`config.mk`:
```
export PLATFORM = sky130hd
export DESIGN_NAME = dmem_arbiter
export DESIGN_NICKNAME = d
export VERILOG_FILES = /design/src/rtl/dmem_arbiter.sv
export SDC_FILE = /design/constraint.sdc
export NUM_CORES = 1
export LEC_CHECK = 0
export ABC_AREA = 1
export CORE_AREA = 3 3 84 86
export DETAILED_ROUTE_END_ITERATION = 10
export DIE_AREA = 0 0 87 89
export PLACE_DENSITY = 0.76
export SYNTH_ARGS = -nofsm -noshare
export SYNTH_HDL_FRONTEND = slang
export SYNTH_SLANG_ARGS = --single-unit
```
`constraint.sdc`:
```
create_clock -name CLOCK_50 -period 0.9 [get_ports CLOCK_50]
set_input_delay 0.135 -clock CLOCK_50 [delete_from_list [all_inputs] [get_ports CLOCK_50]]
set_output_delay 0.135 -clock CLOCK_50 [all_outputs]
set_load 0.01 [all_outputs]
```
`src/rtl/dmem_arbiter.sv`:
```
// -----------------------------------------------------------------------------
// dmem_arbiter
//
// Shares the single-ported 64-word data memory between the CPU memory stage
// and a secondary requester (DMA / debug loader). The CPU normally has
// priority. When the fairness option is built in, a starvation counter forces
// the DMA in for one cycle after it has been refused MAX_WAIT cycles in a row.
// Read data from the memory (registered, one cycle of latency) is steered back
// to whichever port issued the read.
//
// Build option:
//   DMEM_ARB_FAIRNESS_EN  defined   -> starvation counter + DMA_FORCE slot
//                         undefined -> strict CPU priority (DMA may starve)
//
// Ports:
//   CLOCK_50, RESET_N       clock (rising edge), async active-low reset
//   cpu_req/we/addr/wdata   CPU access request
//   cpu_stall               CPU must hold its request (DMA owns the memory)
//   cpu_rvalid/cpu_rdata    load data for the CPU's previous granted read
//   dma_req/we/addr/wdata   DMA access request (held stable until granted)
//   dma_gnt                 DMA access accepted this cycle
//   dma_rvalid/dma_rdata    read data for the DMA's previous granted read
//   mem_we/addr/wdata       memory command from the winning port
//   mem_rdata               memory read data, valid the cycle after the address
// -----------------------------------------------------------------------------
module dmem_arbiter #(
    parameter int ADDR_W   = 6,
    parameter int DATA_W   = 32,
    parameter int MAX_WAIT = 4
) (
    input  logic              CLOCK_50,
    input  logic              RESET_N,
    input  logic              cpu_req,
    input  logic              cpu_we,
    input  logic [ADDR_W-1:0] cpu_addr,
    input  logic [DATA_W-1:0] cpu_wdata,
    output logic              cpu_stall,
    output logic              cpu_rvalid,
    output logic [DATA_W-1:0] cpu_rdata,
    input  logic              dma_req,
    input  logic              dma_we,
    input  logic [ADDR_W-1:0] dma_addr,
    input  logic [DATA_W-1:0] dma_wdata,
    output logic              dma_gnt,
    output logic              dma_rvalid,
    output logic [DATA_W-1:0] dma_rdata,
    output logic              mem_we,
    output logic [ADDR_W-1:0] mem_addr,
    output logic [DATA_W-1:0] mem_wdata,
    input  logic [DATA_W-1:0] mem_rdata
);

    typedef enum logic [0:0] {
        CPU_PRI   = 1'b0,
        DMA_FORCE = 1'b1
    } owner_e;

    owner_e owner_s;
    logic   cpu_sel_s;
    logic   dma_sel_s;
    logic   cpu_win_s;
    logic   dma_win_s;
    logic   rsel_cpu_r;
    logic   rsel_dma_r;

    // The 4-bit starvation counter cannot represent a threshold outside 1..15.
    if ((MAX_WAIT < 32'sd1) || (MAX_WAIT > 32'sd15)) begin : g_bad_max_wait
        $error("dmem_arbiter: MAX_WAIT must be in 1..15");
    end

`ifdef DMEM_ARB_FAIRNESS_EN
    localparam logic [3:0] MAX_WAIT_C = 4'(MAX_WAIT);

    owner_e     owner_r;
    owner_e     owner_nxt_s;
    logic [3:0] wait_cnt_r;
    logic [3:0] wait_cnt_nxt_s;

    function automatic logic [3:0] sat_inc4(input logic [3:0] v);
        logic [3:0] r;
        if (v == 4'd15) begin
            r = 4'd15;
        end else begin
            r = v + 4'd1;
        end
        return r;
    endfunction

    // Owner state and starvation counter registers.
    always_ff @(posedge CLOCK_50 or negedge RESET_N) begin
        if (!RESET_N) begin
            owner_r    <= CPU_PRI;
            wait_cnt_r <= 4'd0;
        end else begin
            owner_r    <= owner_nxt_s;
            wait_cnt_r <= wait_cnt_nxt_s;
        end
    end

    // Count consecutive refusals; the forced slot lasts exactly one cycle.
    always_comb begin
        wait_cnt_nxt_s = 4'd0;
        owner_nxt_s    = CPU_PRI;
        if (dma_req && !dma_sel_s) begin
            wait_cnt_nxt_s = sat_inc4(wait_cnt_r);
        end else begin
            wait_cnt_nxt_s = 4'd0;
        end
        case (owner_r)
            CPU_PRI: begin
                if (wait_cnt_nxt_s >= MAX_WAIT_C) begin
                    owner_nxt_s = DMA_FORCE;
                end else begin
                    owner_nxt_s = CPU_PRI;
                end
            end
            DMA_FORCE: owner_nxt_s = CPU_PRI;
            default:   owner_nxt_s = CPU_PRI;
        endcase
    end

    assign owner_s = owner_r;
`else
    assign owner_s = CPU_PRI;
`endif

    // Priority decision for this cycle from the current owner and requests.
    always_comb begin
        cpu_sel_s = 1'b0;
        dma_sel_s = 1'b0;
        case (owner_s)
            CPU_PRI: begin
                if (cpu_req) begin
                    cpu_sel_s = 1'b1;
                end else if (dma_req) begin
                    dma_sel_s = 1'b1;
                end else begin
                    cpu_sel_s = 1'b0;
                    dma_sel_s = 1'b0;
                end
            end
            DMA_FORCE: begin
                if (dma_req) begin
                    dma_sel_s = 1'b1;
                end else if (cpu_req) begin
                    cpu_sel_s = 1'b1;
                end else begin
                    cpu_sel_s = 1'b0;
                    dma_sel_s = 1'b0;
                end
            end
            default: begin
                cpu_sel_s = 1'b0;
                dma_sel_s = 1'b0;
            end
        endcase
    end

    // Nothing is granted while reset is asserted, so every output reads 0.
    assign cpu_win_s = cpu_sel_s & RESET_N;
    assign dma_win_s = dma_sel_s & RESET_N;

    assign cpu_stall = cpu_req & dma_win_s;
    assign dma_gnt   = dma_win_s;

    // Memory command mux: the winner drives the memory, otherwise idle zeros.
    always_comb begin
        mem_we    = 1'b0;
        mem_addr  = {ADDR_W{1'b0}};
        mem_wdata = {DATA_W{1'b0}};
        if (cpu_win_s) begin
            mem_we    = cpu_we;
            mem_addr  = cpu_addr;
            mem_wdata = cpu_wdata;
        end else if (dma_win_s) begin
            mem_we    = dma_we;
            mem_addr  = dma_addr;
            mem_wdata = dma_wdata;
        end else begin
            mem_we    = 1'b0;
            mem_addr  = {ADDR_W{1'b0}};
            mem_wdata = {DATA_W{1'b0}};
        end
    end

    // Remember which port issued a read so the registered data goes back to it.
    always_ff @(posedge CLOCK_50 or negedge RESET_N) begin
        if (!RESET_N) begin
            rsel_cpu_r <= 1'b0;
            rsel_dma_r <= 1'b0;
        end else begin
            rsel_cpu_r <= cpu_sel_s & ~cpu_we;
            rsel_dma_r <= dma_sel_s & ~dma_we;
        end
    end

    assign cpu_rvalid = rsel_cpu_r;
    assign dma_rvalid = rsel_dma_r;
    assign cpu_rdata  = rsel_cpu_r ? mem_rdata : {DATA_W{1'b0}};
    assign dma_rdata  = rsel_dma_r ? mem_rdata : {DATA_W{1'b0}};

endmodule

```
==> flow_summary.toml <==
[timing]
period_share_pct = 142
timing.final.hold_violations = 0
rsz_0062_raised_after_global_routing = "yes"
drv_slew = 0
fin_worst_hold_slack_ps = 228
fmax_mhz = 783
setup_viol = 105
setup_total_negative_slack_ps = -26070
finalWorstSetupSlack_ps = -377
period_needed_ps = 1280

[worst_setup_path]
slowest_stage = "sky130_fd_sc_hd__dfrtp_2"
path_max_fanout = 8
critPathCaptureType = "output pin"
critPathArrivalTime_ps = 1140
type_of_the_worst_setup_path = "flop to output pin"
cpLargestDelayFamily = "buffers and inverters"
critical_path.max_stage_delay_ps = 410
cp.required_ps = 760
timing.critical_path.cells = "buf_12 -> clkbuf_16 -> nand2_2 -> inv_1 -> buf_2"
critical_path_depth = 5
number_of_buffers_and_inverters_on_the_critical_path = 4
critPathLaunchType = "flop"

[floorplan]
rows = 29
initial_utilization_pct = 19.8
num_io_pins = 221
die_y_microns = 89
fp.dieW_microns = 87
core_footprint_sq_mm = 0.00635
fp.dieArea_sq_mm = 0.00774

[place]
place_worst_setup_slack_ps = -943
detailedPlacementHpwl_microns = 6030
finalWeightedCongestion = 0.771
numPortBuffers = 219
postPlaceCellArea_sq_mm = 0.00356

[grt]
global_route_wire_length_before_repair_microns = 13100
grt.total_usage_pct = 21.3
grt_overflow = 0
via_count_of_the_first_global_routing_pass = 2719
grt_antenna_before_repair = 0
grt_max_degree = 42

[clocking]
cts_num_sinks = 2
clk_path_buf_depth = 2
tritoncts.num_buffers = 3
tritoncts = "yes"
clk_root_buffer_cell = "sky130_fd_sc_hd__clkbuf_8"
ctsHtreeMaxLevel = 1
clk_pin_slew_worst_setup_hold_paths_ps = 30

[layout]
sequential_cell_area_sq_um = 52.6
flow.area_growth_from_synthesis_pct = 262
final_common_cell = "sky130_fd_sc_hd__buf_6"
layout.filler_cells = 519
number_of_diodes_added_for_antenna_fixing = 0
most-common-layout-cells = "75 x sky130_fd_sc_hd__buf_6, 66 x sky130_fd_sc_hd__dlygate4sd2_1, 54 x sky130_fd_sc_hd__nand2_2"
final_net_count = 639
multiInputGateArea_sq_mm = 0.00134
drive_above_1_share_pct = 57.7
design_area_sq_mm = 0.00456
final_util_pct = 71.7

[run_status]
failing_checks = "setup timing"
outcome = "finished, violations left"

[pwr]
p_int_mw = 1.44
ir_worst_vdd_mv = 0.385
combinational_share_of_power_pct = 80.8
pwr_density_cell_mw_per_mm2 = 516
leakagePower_nw = 2.94
pwr-share-seq_pct = 4.2
power_switching_share_pct = 38.9
share_clk_of_total_power_pct = 15.0
switchingPower_mw = 0.914

[min_path]
hold_path_class = "primary input to flop"
min_delay_path_depth = 2

[route]
dr_total_vias = 2759
route.detailed.vias_per_inst = 4.60
finalWirelength_microns = 9640
first_pass_iters = 4
avgRoutedWirePerCell_microns = 16.1
drt_first_iter_violations = 53
drc = 0
ant_nets = 0

[synthesis]
synthCells = 280
synth_largest_type_area_fraction_pct = 40.2
synth-warning-count = 0
library_cell_with_the_largest_summed_area_after_synthesis = "sky130_fd_sc_hd__nand2_1"
synthesis.area_per_instance_sq_um = 4.50
syn-num-nets = 394
synthDistinctLibCells = 13
syn_area_sq_mm = 0.00126
yosysSeqAreaShare_pct = 3.97
synth_seq_cells = 2
yosys-top-cells-area = "sky130_fd_sc_hd__nand2_1 40%, sky130_fd_sc_hd__inv_1 20%, sky130_fd_sc_hd__nand4_1 19%"

[run]
max-cap-violations = 0
-- final cells by class --
type / count / share of cell area (%)
tap: 77 / 2.11
sequential: 2 / 1.15
timing repair buffer: 264 / 60.7
multi-input combinational: 187 / 29.4
clock buffer: 3 / 0.906
inverter: 67 / 5.69
-- power by group through the flow --
stage / clock (mW) / sequential (mW) / combinational, mW
5_1_grt: 0.368 / 0.0998 / 2.01
3_3_place_gp: 0 / 0.0987 / 1.44
4_1_cts: 0.364 / 0.0994 / 1.57
6_report: 0.351 / 0.0994 / 1.90
2_1_floorplan: 0 / 0.102 / 0.432
3_5_place_dp: 0 / 0.0988 / 1.45
-- cells in the mapped netlist --
cell,count
sky130_fd_sc_hd__nand4_1,39
sky130_fd_sc_hd__clkbuf_1,4
sky130_fd_sc_hd__inv_1,66
sky130_fd_sc_hd__buf_8,1
sky130_fd_sc_hd__nor2_1,3
sky130_fd_sc_hd__buf_4,2
sky130_fd_sc_hd__buf_2,16
sky130_fd_sc_hd__dfrtp_1,2
sky130_fd_sc_hd__inv_2,1
sky130_fd_sc_hd__conb_1,1
sky130_fd_sc_hd__nand2_2,9
sky130_fd_sc_hd__nand2_1,135
sky130_fd_sc_hd__buf_6,1
-- through the flow --
step | total power, mW | instances
after floorplan | 0.534 | 280
after global placement | 1.54 | 564
after detailed placement | 1.55 | 564
after CTS | 2.03 | 592
after global routing | 2.48 | 600
final | 2.35 | 600
-- cell families (layout without fill, tap and decap cells) --
logic type	after synthesis	count (layout)	synth area share [%]
buffers and inverters	91	334	30.8
AND/OR/NAND/NOR	186	186	64.9
flip-flops	2	2	3.97
other	1	1	0.298
-- state kept, by name, summed over array words and instances, names as in the netlist --
signal and count:
cpu_rvalid 1, dma_rvalid 1
-- final timing paths --
| kind | from | end | slack (ps) |
|---|---|---|---|
| min in group asynchronous | RESET_N | dma_rvalid$_DFF_PN0_ | 590 |
| worst min-delay path | dma_we | dma_rvalid$_DFF_PN0_ | 230 |
| worst max-delay path | dma_rvalid$_DFF_PN0_ | dma_rdata[16] | -380 |
| max in group asynchronous | RESET_N | cpu_rvalid$_DFF_PN0_ | 160 |
-- per-layer routing --
metal / part of all wire, % / global-route usage (%) / wire length [microns] / vias to the layer above
met5: 0 / 0 / 0 / -
met4: 2.3 / 5.81 / 223 / 0
met3: 9.8 / 6.36 / 940 / 20
met2: 57 / 43.8 / 5460 / 159
met1: 31 / 20.0 / 3010 / 1246
li1: - / - / - / 1334
-- timing repair --
item | 4_1_cts | 5_1_grt
cloned | 11 | 6
buffers inserted | 14 | 3
hold endpoints to repair | 2 | 0
resized for setup | 640 | 164
setup endpoints to repair | 107 | 106
pin swaps | 100 | 6
hold buffers | 1 | 0
Note: power is estimated with default switching activity, not from simulation.
